==> src/rtl/cp0_int_ctrl.sv <==
// ---------------------------------------------------------------------------
// cp0_int_ctrl
//
// Interrupt controller between the six external devices and CP0.
// It synchronises the asynchronous device request lines and latches them into
// a pending vector, either edge- or level-sensitive per source. It arbitrates
// among the unmasked pending sources and presents one granted source, one-hot,
// on DEV_break_SUM (HWInt[7:2]). It holds that grant until the handler executes
// eret, and then returns a one-cycle acknowledge to the served device.
//
// Register port (word select on cfg_addr):
//   0  MASK[5:0]   RW, reset 6'h3F
//   1  MODE[5:0]   RW, reset 0     (1 = edge, 0 = level)
//   2  PEND[5:0]   read pending; write-1-to-clear, edge-mode bits only
//   3  STATUS      RO: [9:8] FSM state, [2:0] grant index
//   Unused bits read as 0.
//
// Ports:
//   Clk            clock
//   Reset          synchronous, active-high reset
//   dev_irq[5:0]   raw device interrupt lines (asynchronous)
//   Exception      CP0 has taken the exception
//   is_eret        eret in MEM this cycle
//   cfg_we         register write strobe
//   cfg_addr[1:0]  register select
//   cfg_wdata[31:0] write data
//   cfg_rdata[31:0] read data, combinational from cfg_addr
//   DEV_break_SUM[5:0] one-hot granted source to CP0 HWInt[7:2], registered
//   dev_ack[5:0]   one-hot acknowledge pulse, registered
//
// Build option:
//   INTC_ROUNDROBIN_EN  when defined, arbitration starts one past the
//                       last-served source and wraps. The default build uses
//                       fixed priority with bit 0 highest.
// ---------------------------------------------------------------------------
module cp0_int_ctrl #(
  parameter int NSRC        = 6,
  parameter int SYNC_STAGES = 2
) (
  input  logic            Clk,
  input  logic            Reset,
  input  logic [NSRC-1:0] dev_irq,
  input  logic            Exception,
  input  logic            is_eret,
  input  logic            cfg_we,
  input  logic [1:0]      cfg_addr,
  input  logic [31:0]     cfg_wdata,
  output logic [31:0]     cfg_rdata,
  output logic [NSRC-1:0] DEV_break_SUM,
  output logic [NSRC-1:0] dev_ack
);

  localparam int GW = $clog2(NSRC);

  localparam logic [1:0] ADDR_MASK   = 2'd0;
  localparam logic [1:0] ADDR_MODE   = 2'd1;
  localparam logic [1:0] ADDR_PEND   = 2'd2;
  localparam logic [1:0] ADDR_STATUS = 2'd3;

  typedef enum logic [1:0] {
    IDLE = 2'd0,
    REQ  = 2'd1,
    SERV = 2'd2
  } state_t;

  // Lowest index at or after 'start' (wrapping) with its request bit set.
  function automatic logic [GW-1:0] pick_first(input logic [NSRC-1:0] req,
                                               input logic [GW-1:0]   start);
    logic [GW-1:0] sel;
    logic          found;
    int            idx;
    sel   = '0;
    found = 1'b0;
    for (int off = 0; off < NSRC; off++) begin
      idx = (int'(start) + off) % NSRC;
      if (!found && req[idx]) begin
        sel   = GW'(idx);
        found = 1'b1;
      end
    end
    return sel;
  endfunction

  // -------------------------------------------------------------------------
  // State
  // -------------------------------------------------------------------------
  logic [SYNC_STAGES-1:0][NSRC-1:0] sync_q;
  logic [NSRC-1:0] prev_q;
  logic [NSRC-1:0] mask_q;
  logic [NSRC-1:0] mode_q;
  logic [NSRC-1:0] pend_q,  pend_d;
  logic [NSRC-1:0] sum_q,   sum_d;
  logic [NSRC-1:0] ack_q,   ack_d;
  logic [GW-1:0]   grant_q, grant_d;
  state_t          state_q, state_d;

  logic [NSRC-1:0] sync_lvl;
  logic [NSRC-1:0] elig;
  logic [NSRC-1:0] grant_oh;
  logic [GW-1:0]   arb_idx;
  logic [GW-1:0]   arb_start;
  logic            wr_mask, wr_mode, wr_pend;
  logic [NSRC-1:0] edge_set, w1c_clr, ack_clr;

  // Upper write-data bits have no backing storage.
  logic unused_wdata;
  assign unused_wdata = ^cfg_wdata[31:NSRC];

  assign sync_lvl = sync_q[SYNC_STAGES-1];
  assign elig     = pend_q & mask_q;
  assign grant_oh = NSRC'(1) << grant_q;

  assign wr_mask = cfg_we && (cfg_addr == ADDR_MASK);
  assign wr_mode = cfg_we && (cfg_addr == ADDR_MODE);
  assign wr_pend = cfg_we && (cfg_addr == ADDR_PEND);

  // -------------------------------------------------------------------------
  // Arbitration start point
  // -------------------------------------------------------------------------
`ifdef INTC_ROUNDROBIN_EN
  logic [GW-1:0] last_q;

  // Resetting the pointer to the top source makes bit 0 the first choice.
  always_ff @(posedge Clk) begin
    if (Reset) begin
      last_q <= GW'(NSRC - 1);
    end else if (state_q == SERV && is_eret) begin
      last_q <= grant_q;
    end
  end

  assign arb_start = (last_q == GW'(NSRC - 1)) ? '0 : last_q + GW'(1);
`else
  assign arb_start = '0;
`endif

  assign arb_idx = pick_first(elig, arb_start);

  // -------------------------------------------------------------------------
  // Pending vector
  // Edge bits: a fresh edge beats a same-cycle W1C or ack clear.
  // Level bits: simply follow the synchronised line.
  // -------------------------------------------------------------------------
  assign edge_set = sync_lvl & ~prev_q & mode_q;
  assign w1c_clr  = wr_pend ? (cfg_wdata[NSRC-1:0] & mode_q) : '0;
  assign ack_clr  = ack_d & mode_q;
  assign pend_d   = (mode_q & ((pend_q & ~(w1c_clr | ack_clr)) | edge_set))
                  | (~mode_q & sync_lvl);

  // -------------------------------------------------------------------------
  // FSM next state / outputs
  // -------------------------------------------------------------------------
  // NOTE: every always_comb output gets a default first; a path that leaves
  // one unassigned would infer a latch.
  always_comb begin
    state_d = state_q;
    grant_d = grant_q;
    sum_d   = sum_q;
    ack_d   = '0;
    unique case (state_q)
      IDLE: begin
        if (|elig) begin
          grant_d = arb_idx;
          sum_d   = NSRC'(1) << arb_idx;
          state_d = REQ;
        end else begin
          sum_d   = '0;
        end
      end
      REQ: begin
        // The grant is frozen here; a later, higher source waits for IDLE.
        if (Exception) begin
          state_d = SERV;
        end else if (!pend_q[grant_q] || !mask_q[grant_q]) begin
          state_d = IDLE;
          sum_d   = '0;
        end
      end
      SERV: begin
        // DEV_break_SUM stays put so Cause.IP shows the source to the handler.
        if (is_eret) begin
          state_d = IDLE;
          sum_d   = '0;
          ack_d   = grant_oh;
        end
      end
      default: begin
        state_d = IDLE;
        sum_d   = '0;
      end
    endcase
  end

  // -------------------------------------------------------------------------
  // Registers
  // -------------------------------------------------------------------------
  // NOTE: clocked state uses non-blocking assignments only, so every flop
  // samples the pre-edge value of every other flop regardless of order.
  always_ff @(posedge Clk) begin
    if (Reset) begin
      sync_q  <= '0;
      prev_q  <= '0;
      mask_q  <= {NSRC{1'b1}};
      mode_q  <= '0;
      pend_q  <= '0;
      sum_q   <= '0;
      ack_q   <= '0;
      grant_q <= '0;
      state_q <= IDLE;
    end else begin
      sync_q  <= {sync_q[SYNC_STAGES-2:0], dev_irq};
      prev_q  <= sync_lvl;
      if (wr_mask) mask_q <= cfg_wdata[NSRC-1:0];
      if (wr_mode) mode_q <= cfg_wdata[NSRC-1:0];
      pend_q  <= pend_d;
      sum_q   <= sum_d;
      ack_q   <= ack_d;
      grant_q <= grant_d;
      state_q <= state_d;
    end
  end

  // -------------------------------------------------------------------------
  // Register read
  // -------------------------------------------------------------------------
  always_comb begin
    cfg_rdata = '0;
    unique case (cfg_addr)
      ADDR_MASK:   cfg_rdata[NSRC-1:0] = mask_q;
      ADDR_MODE:   cfg_rdata[NSRC-1:0] = mode_q;
      ADDR_PEND:   cfg_rdata[NSRC-1:0] = pend_q;
      ADDR_STATUS: begin
        cfg_rdata[9:8]    = state_q;
        cfg_rdata[GW-1:0] = grant_q;
      end
      default:     cfg_rdata = '0;
    endcase
  end

  assign DEV_break_SUM = sum_q;
  assign dev_ack       = ack_q;

endmodule

==> config.mk <==
export PLATFORM = sky130hd
export DESIGN_NAME = cp0_int_ctrl
export DESIGN_NICKNAME = d
export VERILOG_FILES = /design/src/rtl/cp0_int_ctrl.sv
export SDC_FILE = /design/constraint.sdc
export NUM_CORES = 1
export LEC_CHECK = 0
export ABC_CLOCK_PERIOD_IN_PS = 2000
export CORE_MARGIN = 2
export CORE_UTILIZATION = 25
export CTS_BUF_LIST = sky130_fd_sc_hd__clkbuf_16
export DETAILED_ROUTE_END_ITERATION = 8
export PLACE_DENSITY = 0.61
export SLEW_MARGIN = 20
export SYNTH_ARGS = -nofsm -noshare
export SYNTH_HDL_FRONTEND = slang
export SYNTH_SLANG_ARGS = --single-unit
==> constraint.sdc <==
create_clock -name Clk -period 2 [get_ports Clk]
set_input_delay 0.5 -clock Clk [delete_from_list [all_inputs] [get_ports Clk]]
set_output_delay 0.5 -clock Clk [all_outputs]
set_load 0.02 [all_outputs]
Yosys cells after proc, flatten, opt, wreduce, memory -nomap -nowiden
Index checks and enable logic that the tools add are counted.
{ "word_totals": {"output_inout_bits": 44, "mem_bits_rw": 0, "rom_bits": 0, "memories": 0, "input_bits": 45, "latch_bits": 0, "ff_bits": 53} }
{ "classes": {"addsub": 0, "multipliers": 0, "div_mod_pow": 0, "eq_ne": 10, "mux": 30, "n_shift": 2, "order_cmp": 1, "n_bitwise": 14, "reduce_logical": 22} }
{ "ops": {"columns": ["op", "n"], "rows": [
  ["bitwise AND 6 bit", 8],
  ["two-way mux 6 bit", 7],
  ["NOT 6 bit", 3],
  ["OR 6 bit", 3],
  ["case mux 6 bit (3 select lines)", 1],
  ["two-way mux 2 bit", 7],
  ["case mux 3 bit (4 select lines)", 1],
  ["<< shifter 1 x 3 -> 6 bit (first input constant)", 2],
  ["case mux 3 bit (3 select lines)", 1],
  ["logical AND 1 bit", 8],
  ["two-way mux 1 bit", 8],
  ["!= test 2 bit (second input constant)", 4],
  ["zero test 1 bit", 7],
  ["binary-select mux 1 bit (select 3 bit)", 2],
  ["== test 2 bit (second input constant)", 3],
  ["two-way mux 3 bit", 2],
  ["case mux 2 bit (3 select lines)", 1],
  ["AND reduction 3 bit", 2],
  ["OR reduction 6 bit", 1],
  ["== test 2 x 1 -> 1 bit (second input constant)", 2],
  ["zero test 2 bit", 2],
  ["< comparator 3 x 4 -> 1 bit (second input constant)", 1],
  ["!= test 3 bit (second input constant)", 1],
  ["AND reduction 2 bit", 1],
  ["logical OR 1 bit", 1]
]} }

Logic depth before layout (Yosys ltp)
{ "logic_depth": {"depth_word": 20, "depth_mapped": 6, "depth_no_buf": 5} }

Worst setup path before layout
OpenSTA, ideal clock, no wires.
{ "synth_timing": {"path_type": "input to output", "start": "input cfg_addr[1]", "end": "output cfg_rdata[0]", "path_slack_ns": 0.017, "t_arrival_ns": 1.483, "cell_stages": 2, "t_required_ns": 1.500, "path_cell_list": "clkbuf_1 > mux4_1"} }
{ "synth_between": {"elab_chain_len": 2, "elab_cells_between_ends": 5, "cone_classes": "eq/ne (3); mux (1); reduce/logical (1)"} }
{ "synth_lines": {"columns": ["item", "line", "source"], "rows": [
  ["start: declaration", "46", "input logic [1:0] cfg_addr,"],
  ["== test 2 bit, or another cell as far along", "228", "unique case (cfg_addr)"],
  ["case mux 3 bit (4 select lines) (*)", "228", null],
  ["end: declaration", "48", "output logic [31:0] cfg_rdata,"]
]} }
Mark *: on every way between the ends. The rest lies on a longest branch, timed or not.

Final worst setup path
{ "layout_timing": {"start": "input cfg_addr[1]", "end": "output cfg_rdata[1]"} }
Same word-level chain as after synthesis.

==> impl_metrics.toml <==
[global_routing]
track_usage = 0.1098
grt_pass1_wl_um = 8818
antenna_found_initial = 0
grt_util_met2 = 0.1885
grt_pass1_vias = 1791
grt_max_degree = 44
grt_use_met1 = 0.1307
top_usage_layer = "met2"
gr-total-overflow = 0
grt_util_met3 = 0.02761

[die]
ios = 89
num_rows = 35
die_w_um = 101.2
start_util = 0.2566
dieArea_sq_mm = 0.01023
die_h_um = 101.2
core_sq_mm = 0.009196

[clock_network]
clockBufferDepth = 2
cts_sinks = 53
root_buffer = "clkbuf_16"
cts_tree = "done"
clk_latency_ps = 290
hold_buffers = 0
path_clk_slew_ps = 70
htree_levels = 2
numCtsBuffers = 5

[drt]
drc = 0
avgViaCountPerCell = 4.487
routed_wl_um = 5424
drt_iter0_drc = 90
wl_per_cell_um = 12.95
dr.pass1.iters = 5
vias = 1880
antenna_left = 0

[sta]
slew_viol_final = 0
skew_ps = 4.478
hold_viol = 0
tightest_slew_ps = 492.3
hold_ws_ps = 438.3
period_share = 0.9789
fin_crit_ps = 1958
setup_viol = 0
tns_ps = 0
maxClockFrequency_mhz = 510.8
setup_ws_ps = 42.21
rsz0062_at_grt = "false"
relSlewSlack = 0.6683

[power]
powerDensity_mw_per_mm2 = 757.5
ir_drop_uv = 352.5
total_power_mw = 2.304
cellLeakagePower_nw = 1.222

[logic_synthesis]
synth_top_area_cell = "dfxtp_1"
synth_top_area_frac = 0.4496
syn-cell-area_sq_mm = 0.002360
syn_area_per_cell_sq_um = 9.218
synth_edf_count = 0
synth_area_leaders = "dfxtp_1 45%, buf_4 7.6%, nor2b_1 6.9%"
synth_most_common_cell = "dfxtp_1"
syn_inst = 256
yosysWarnings = 0
ys_seq_elements = 53
ys.flop_type = "dfxtp_1"
ys_async_sr_fraction = 0
ys_seq_area_frac = 0.4496
synth.distinct_cells = 41
synth_common_cells = "53 x dfxtp_1, 32 x nand2_1, 26 x nor2b_1"

[worst_setup_path]
cpMostUsedCell = "buf_6"
critical_path.max_stage_delay_ps = 540
worstPathRequired_ps = 1500
critPathKind = "in2out"
cp-end-kind = "output port"
cp_data_arrival_time_ps = 1460
path_cells = "buf_2, buf_6, mux4_2, buf_6"
reg2reg_slack_ps = 280
worst-path-max-fanout = 5
path_delay_family = "multiplexers"
slowest_stage = "mux4_2"
start_kind = "input port"
cp.buffers_inverters = 3

[finish]
drive_above_1_share = 0.1558
syn_to_final_growth_pct = 28.90
nNetsFinal = 352
num_antenna_cells = 0
nFillCells = 959
fin_area_sq_mm = 0.003042
fin_util = 0.3307
fin_cells = 419

[place]
dp_slack_ps = -795.9
hpwl_um = 4067
gp_congestion = 0.8354
dp.cells = 410
placed_area_sq_mm = 0.002898
portBuffers = 38

[worst_hold_path]
min_path_type = "reg2reg"

[job]
maxCapViolCount = 0

[status]
outcome = "complete, no violations"
## layout by cell type (no fill, tap or decap), types with 2 or more instances in the layout
master	count
a2111oi_0	2
a211o_1	6
a211oi_1	5
a21o_1	2
a21oi_1	4
a22o_1	2
a31oi_1	2
and3_1	2
buf_12	2
buf_2	4
buf_4	16
buf_6	3
clkbuf_16	5
clkdlybuf4s50_1	28
clkinvlp_4	2
conb_1	24
dfxtp_1	53
inv_1	3
mux2i_1	9
mux4_2	4
nand2_1	32
nand2_2	2
nand2b_1	6
nand3_1	2
nor2_1	18
nor2b_1	25
nor3_1	7
nor3b_1	2
o21ai_0	10
o22ai_1	2
o32ai_1	4
or2_2	2
## area by class of cell
cell class              count  area (sq um)  share of cell area
multi-input cells         187          1150              0.3780
flip-flops and latches     53          1061              0.3488
repair buffers             57         529.3              0.1740
well taps                 111         138.9             0.04566
clock buffers               5         125.1             0.04114
clock inverters             3         26.28            0.008638
inverters                   3         11.26            0.003702
## report_power, final
part           switching, mW  internal [mW]
Sequential            0.0239           1.09
Clock                  0.401          0.473
Combinational          0.177          0.139
Total                  0.601           1.70
## cells by family (layout without fill, tap and decap cells)
group | Yosys count | count (layout) | synth area share
AND/OR/NAND/NOR | 107 | 107 | 0.2322
buffers and inverters | 39 | 68 | 0.1013
flip-flops | 53 | 53 | 0.4496
AO/OA/AOI/OAI | 43 | 43 | 0.1373
other | 1 | 24 | 0.001589
multiplexers | 13 | 13 | 0.07794
## sequential cells by signal, summed over array words and instances, names as in the netlist
name	count
DEV_break_SUM	6
dev_ack	6
mask_q	6
mode_q	6
pend_q	6
prev_q	6
sync_lvl	6
sync_q	6
grant_q	3
state_q	2
## routing by layer
layer / part of all wire / wire length [um]
met5: 0 / 0
met4: 0.020 / 109
met3: 0.061 / 332
met2: 0.49 / 2673
met1: 0.43 / 2308
## worst register-to-register path: cells and delay by family (launching register included)
family | cells | cell delay, ps
compound gates | 3 | 510
buf+inv | 1 | 140
flops | 1 | 380
mux | 1 | 520
simple gates | 1 | 90
## timing repair
action	4_1_cts	5_1_grt
setup buffers	1	0
resized for setup	42	3
cloned	0	0
endpoints found under the setup margin	8	4
endpoints found under the hold margin	0	0
## final timing paths
check / from / to / cells after the start
worst max register to register: pend_q[0]$_SDFF_PP0_ / DEV_break_SUM[5]$_SDFFE_PP0P_ / 6
worst max-delay path: cfg_addr[1] / cfg_rdata[1] / 4
worst min register to register: sync_q[0]$_SDFF_PP0_ / sync_lvl[0]$_SDFF_PP0_ / 1
worst min-delay path: sync_q[0]$_SDFF_PP0_ / sync_lvl[0]$_SDFF_PP0_ / 1
(Power assumes the default switching activity.)
==> RTL change 1, RTL diff (same flow settings) <==
Register the input `cfg_we` before use, with the module's reset. The logic sees it one clock later. The other inputs are not delayed to match.
--- a/src/rtl/cp0_int_ctrl.sv
+++ b/src/rtl/cp0_int_ctrl.sv
@@ -63,6 +63,16 @@
     SERV = 2'd2
   } state_t;
 
+  logic cfg_we_q;
+
+  always_ff @(posedge Clk) begin
+    if (Reset) begin
+      cfg_we_q <= '0;
+    end else begin
+      cfg_we_q <= cfg_we;
+    end
+  end
+
   // Lowest index at or after 'start' (wrapping) with its request bit set.
   function automatic logic [GW-1:0] pick_first(input logic [NSRC-1:0] req,
                                                input logic [GW-1:0]   start);
@@ -110,9 +120,9 @@
   assign elig     = pend_q & mask_q;
   assign grant_oh = NSRC'(1) << grant_q;
 
-  assign wr_mask = cfg_we && (cfg_addr == ADDR_MASK);
-  assign wr_mode = cfg_we && (cfg_addr == ADDR_MODE);
-  assign wr_pend = cfg_we && (cfg_addr == ADDR_PEND);
+  assign wr_mask = cfg_we_q && (cfg_addr == ADDR_MASK);
+  assign wr_mode = cfg_we_q && (cfg_addr == ADDR_MODE);
+  assign wr_pend = cfg_we_q && (cfg_addr == ADDR_PEND);
 
   // -------------------------------------------------------------------------
   // Arbitration start point
Behaviour: not the same (a bounded check fails within 4 cycles, from zero or initial values and one cycle with Reset high).
==> RTL change 1 against the original RTL <==
Worst hold slack got worse by 0.0039 ns; sequential share of layout area rose by 0.92 points; maximum frequency rose by 0.33%; setup slack improved by 0.0064 ns; routed wire length fell by 2.3%; area after synthesis did not move; cell area fell by 0.74%; critical path depth did not move; power fell by 2.0%; sequential cell count rose by 1.
==> RTL change 1: results (changes against the original RTL) <==
[yosys]
synth_commonest_cells = dfxtp_1 (54), nand2_1 (31), nor2b_1 (27)  ; was dfxtp_1 (53), nand2_1 (32), nor2b_1 (26)
synth_area_leaders = dfxtp_1 (46%), buf_4 (7.6%), nor2b_1 (7.2%), nand2_1 (4.9%), mux2i_1 (4.2%)  ; was dfxtp_1 (45%), buf_4 (7.6%), nor2b_1 (6.9%), nand2_1 (5.1%), mux2i_1 (3.8%)
synth.mux.area_fraction_pct = 7.264  ; was 7.794%
yosysUniqueCellTypes = 44  ; was 41

[global_route]
globalRouteTotalUtil_pct = 10.55  ; was 10.98%
grt_pass1_vias = 1680  ; was 1,791
grt_max_degree = 47  ; was 44

[place]
pre_cts_slack_ns = -0.8050  ; was -0.7959 ns
gp_congestion = 0.8614  ; was 0.8354
dp.cells = 409  ; was 410
hpwl_um = 3936  ; was 4067 µm
dpl_cell_area_um2 = 2903  ; was 2898 µm²

[sta]
fin_skew_ns = 0.002411  ; was 0.004478 ns
relSlewSlack_pct = 63.69  ; was 66.83%

[critical_path]
cp_top_family = buffers and inverters  ; was multiplexers
critical_path.slowest_cell = dlygate4sd2_1  ; was mux4_2
critical-path-max-stage-delay_ns = 0.33  ; was 0.54 ns
cp_max_fo = 6  ; was 5

[finish]
drive_above_1_share_pct = 14.38  ; was 15.58%
fin_nets = 351  ; was 352

[power_and_ir_drop]
p_switching_uw = 560.1  ; was 601.5 µW

[status]
status = complete, no violations  ; unchanged

[detailed_routing]
routed_wl_um = 5300  ; was 5424 µm
drt_iter0_markers = 70  ; was 90

[clocking]
cts_resized = 39  ; was 42

==> RTL change 1: changes by cell type after synthesis, moves of 2 or more <==
cell      delta
nand2b_1     -4
nor2_1       -4
o32ai_1      -4
a32o_1       +3
and2_1       +3
nand4b_1     +3
nand2_2      -2
o21ai_0      -2
o22ai_1      -2
or2_2        -2
==> RTL change 1: per-layer routing <==
metal / vias up / GRT usage (%) / wire length (µm)
met5: - / 0 / 0
met4: 0 / 2.495 / 37
met3: 6 / 3.451 / 314
met2: 60 / 16.56 / 2425
met1: 860 / 14.14 / 2523
li1: 931 / - / -
==> RTL change 1: final timing paths <==
kind,end,from,slack [ns],cells past startpoint
setup reg to reg,DEV_break_SUM[2]$_SDFFE_PP0P_,grant_q[0]$_SDFFE_PP0P_,0.37,6
setup / recovery,cfg_rdata[9],cfg_addr[0],0.05,4
hold reg to reg,sync_lvl[4]$_SDFF_PP0_,sync_q[4]$_SDFF_PP0_,0.43,1
hold / removal,sync_lvl[4]$_SDFF_PP0_,sync_q[4]$_SDFF_PP0_,0.43,1
==> RTL change 1: logic make-up after synthesis <==
logic type,Yosys count
buffers and inverters,39
other,1
AO/OA/AOI/OAI,43
flip-flops,54
multiplexers,13
AND/OR/NAND/NOR,102
==> RTL change 1: power groups by stage <==
stage	Combinational, µW	Sequential (µW)	Clock [µW]
finish	316	1130	812
floorplan	227	1150	0
CTS	318	1130	840
global route	345	1130	889
detailed placement	322	1160	0
global placement	318	1150	0
==> RTL change 1: final cells by class <==
class	instances	area, µm²
clock buffers	5	125.1
clock inverters	2	11.26
fillers	967	6177
inverters	3	11.26
multi-input cells	182	1125
flip-flops and latches	54	1081
well taps	111	138.9
repair buffers	60	526.8
==> RTL change 2, RTL diff (same flow settings) <==
Without the edit above. `NSRC`: 6 -> 8.
--- a/src/rtl/cp0_int_ctrl.sv
+++ b/src/rtl/cp0_int_ctrl.sv
@@ -34,7 +34,7 @@
 //                       fixed priority with bit 0 highest.
 // ---------------------------------------------------------------------------
 module cp0_int_ctrl #(
-  parameter int NSRC        = 6,
+  parameter int NSRC        = 8,
   parameter int SYNC_STAGES = 2
 ) (
   input  logic            Clk,
Interface: changed (resized DEV_break_SUM, dev_ack and dev_irq); port bits go from 89 to 95. The function was not compared with the original's and may differ.
==> RTL change 2 against the original RTL <==
Cell area is 28% higher; clock skew hardly changed; setup slack worse by 0.0039 ns; routed wire length is 30% higher; register-to-register slack better by 0.02 ns; die area is 23% higher; count of clock-buffer cells in the layout is 4 higher; sequential power is 32% higher; utilization is 1.1 points higher; critical path depth is 1 higher; power is 47% higher; area after synthesis is 24% higher; sequential cell count is 16 higher; combinational power is 33% higher; largest power group is now clock.
==> RTL change 2: results (changes against the original RTL) <==
[global_route]
globalRouteTotalUtil_pct = 11.37  ; was 10.98%
met2_usage_pct = 17.31  ; was 18.85%
grt_pass1_wl_um = 11170  ; was 8818 µm
use_met3_pct = 3.780  ; was 2.761%
grt_pass1_vias = 2167  ; was 1,791
use_met1_pct = 14.03  ; was 13.07%
grt_max_degree = 34  ; was 44

[detailed_routing]
wl_per_cell_um = 13.75  ; was 12.95 µm
wl_met2_um = 3153  ; was 2673 µm
vias = 2336  ; was 1,880
drt_iter0_markers = 100  ; was 90
wl_met1_um = 3188  ; was 2308 µm
met3_length_um = 501  ; was 332 µm

[yosys]
yosysUniqueCellTypes = 39  ; was 41
synth_area_leaders = dfxtp_1 (47%), nor2b_1 (7.5%), buf_4 (5.6%), mux2i_1 (4.8%), nand2_1 (4.4%)  ; was dfxtp_1 (45%), buf_4 (7.6%), nor2b_1 (6.9%), nand2_1 (5.1%), mux2i_1 (3.8%)
synth_commonest_cells = dfxtp_1 (69), nor2b_1 (35), nand2_1 (34)  ; was dfxtp_1 (53), nand2_1 (32), nor2b_1 (26)
synth_seq_area_share_pct = 47.12  ; was 44.96%

[sta]
fin_skew_ns = 0.004890  ; was 0.004478 ns

[clocking]
path_clk_slew_ns = 0.05  ; was 0.07 ns
clockBufferDepth = 2  ; unchanged
cts-buffers-inserted = 9  ; was 5
cts_resized = 57  ; was 42
post-cts-setup-buffers = 1  ; unchanged
h-tree-depth = 3  ; was 2
clock_latency_ns = 0.33  ; was 0.29 ns

[place]
hpwl_um = 5197  ; was 4067 µm
port_buffers = 48  ; was 38
gp_congestion = 0.8224  ; was 0.8354
dpl_cell_area_um2 = 3623  ; was 2898 µm²

[finish]
fin_nets = 413  ; was 352
drive_above_1_share_pct = 16.17  ; was 15.58%
fillCellCount = 1187  ; was 959
design_area_um2 = 3899  ; was 3042 µm²

[critical_path]
cp_max_fo = 6  ; was 5
critical-path-max-stage-delay_ns = 0.50  ; was 0.54 ns
r2r_setup_slack_ns = 0.30  ; was 0.28 ns

[power_and_ir_drop]
vdd_ir_drop_max_v = 0.0004368  ; was 0.0003526 V
p_leak_uw = 0.001608  ; was 0.001222 µW

[status]
status = complete, no violations  ; unchanged

## RTL change 2: area by class of cell
class | count | area share (%)
multi-input cells | 213 | 36.04
flip-flops and latches | 69 | 35.43
repair buffers | 71 | 16.50
clock buffers | 9 | 5.777
well taps | 143 | 4.589
clock inverters | 7 | 1.476
inverters | 2 | 0.1926
## RTL change 2: stage by stage
step | hold slack, ns | instances | power (µW) | setup WS [ns]
after detailed placement | 0.4204 | 497 | 1912 | -0.8055
after CTS | 0.4332 | 514 | 3421 | 0.02471
final | 0.4338 | 514 | 3395 | 0.03830
after global placement | 0.4198 | 497 | 1906 | -0.8024
after global routing | 0.4551 | 514 | 3524 | 0.004470
after floorplan | 0.4138 | 320 | 1765 | 0.01955
## RTL change 2: worst paths after layout
check                             from                             to  cells after the start
setup / recovery           cfg_addr[1]                   cfg_rdata[2]                      5
hold / removal    sync_q[3]$_SDFF_PP0_         sync_lvl[3]$_SDFF_PP0_                      1
setup reg to reg  pend_q[0]$_SDFF_PP0_  DEV_break_SUM[3]$_SDFFE_PP0P_                      5
hold reg to reg   sync_q[3]$_SDFF_PP0_         sync_lvl[3]$_SDFF_PP0_                      1
## RTL change 2: where the power goes
part	internal (µW)	switching, µW	total [µW]	leakage, µW
sequential	1430	32.2	1460	0.000564
clock	944	571	1520	0.000139
combinational	187	232	419	0.000906
total	2560	835	3390	0.00161
## RTL change 2: logic make-up after synthesis
| logic type | after synthesis | synth area share [%] |
|---|---|---|
| multiplexers | 19 | 8.750 |
| other | 1 | 0.1279 |
| buffers and inverters | 38 | 7.725 |
| flip-flops | 69 | 47.12 |
| AO/OA/AOI/OAI | 55 | 15.28 |
| AND/OR/NAND/NOR | 117 | 21.00 |
## RTL change 2: worst max-delay path, delay by kind of cell
kind / cells / cell delay (ns)
muxes: 1 / 0.50
buffers and inverters: 4 / 0.47
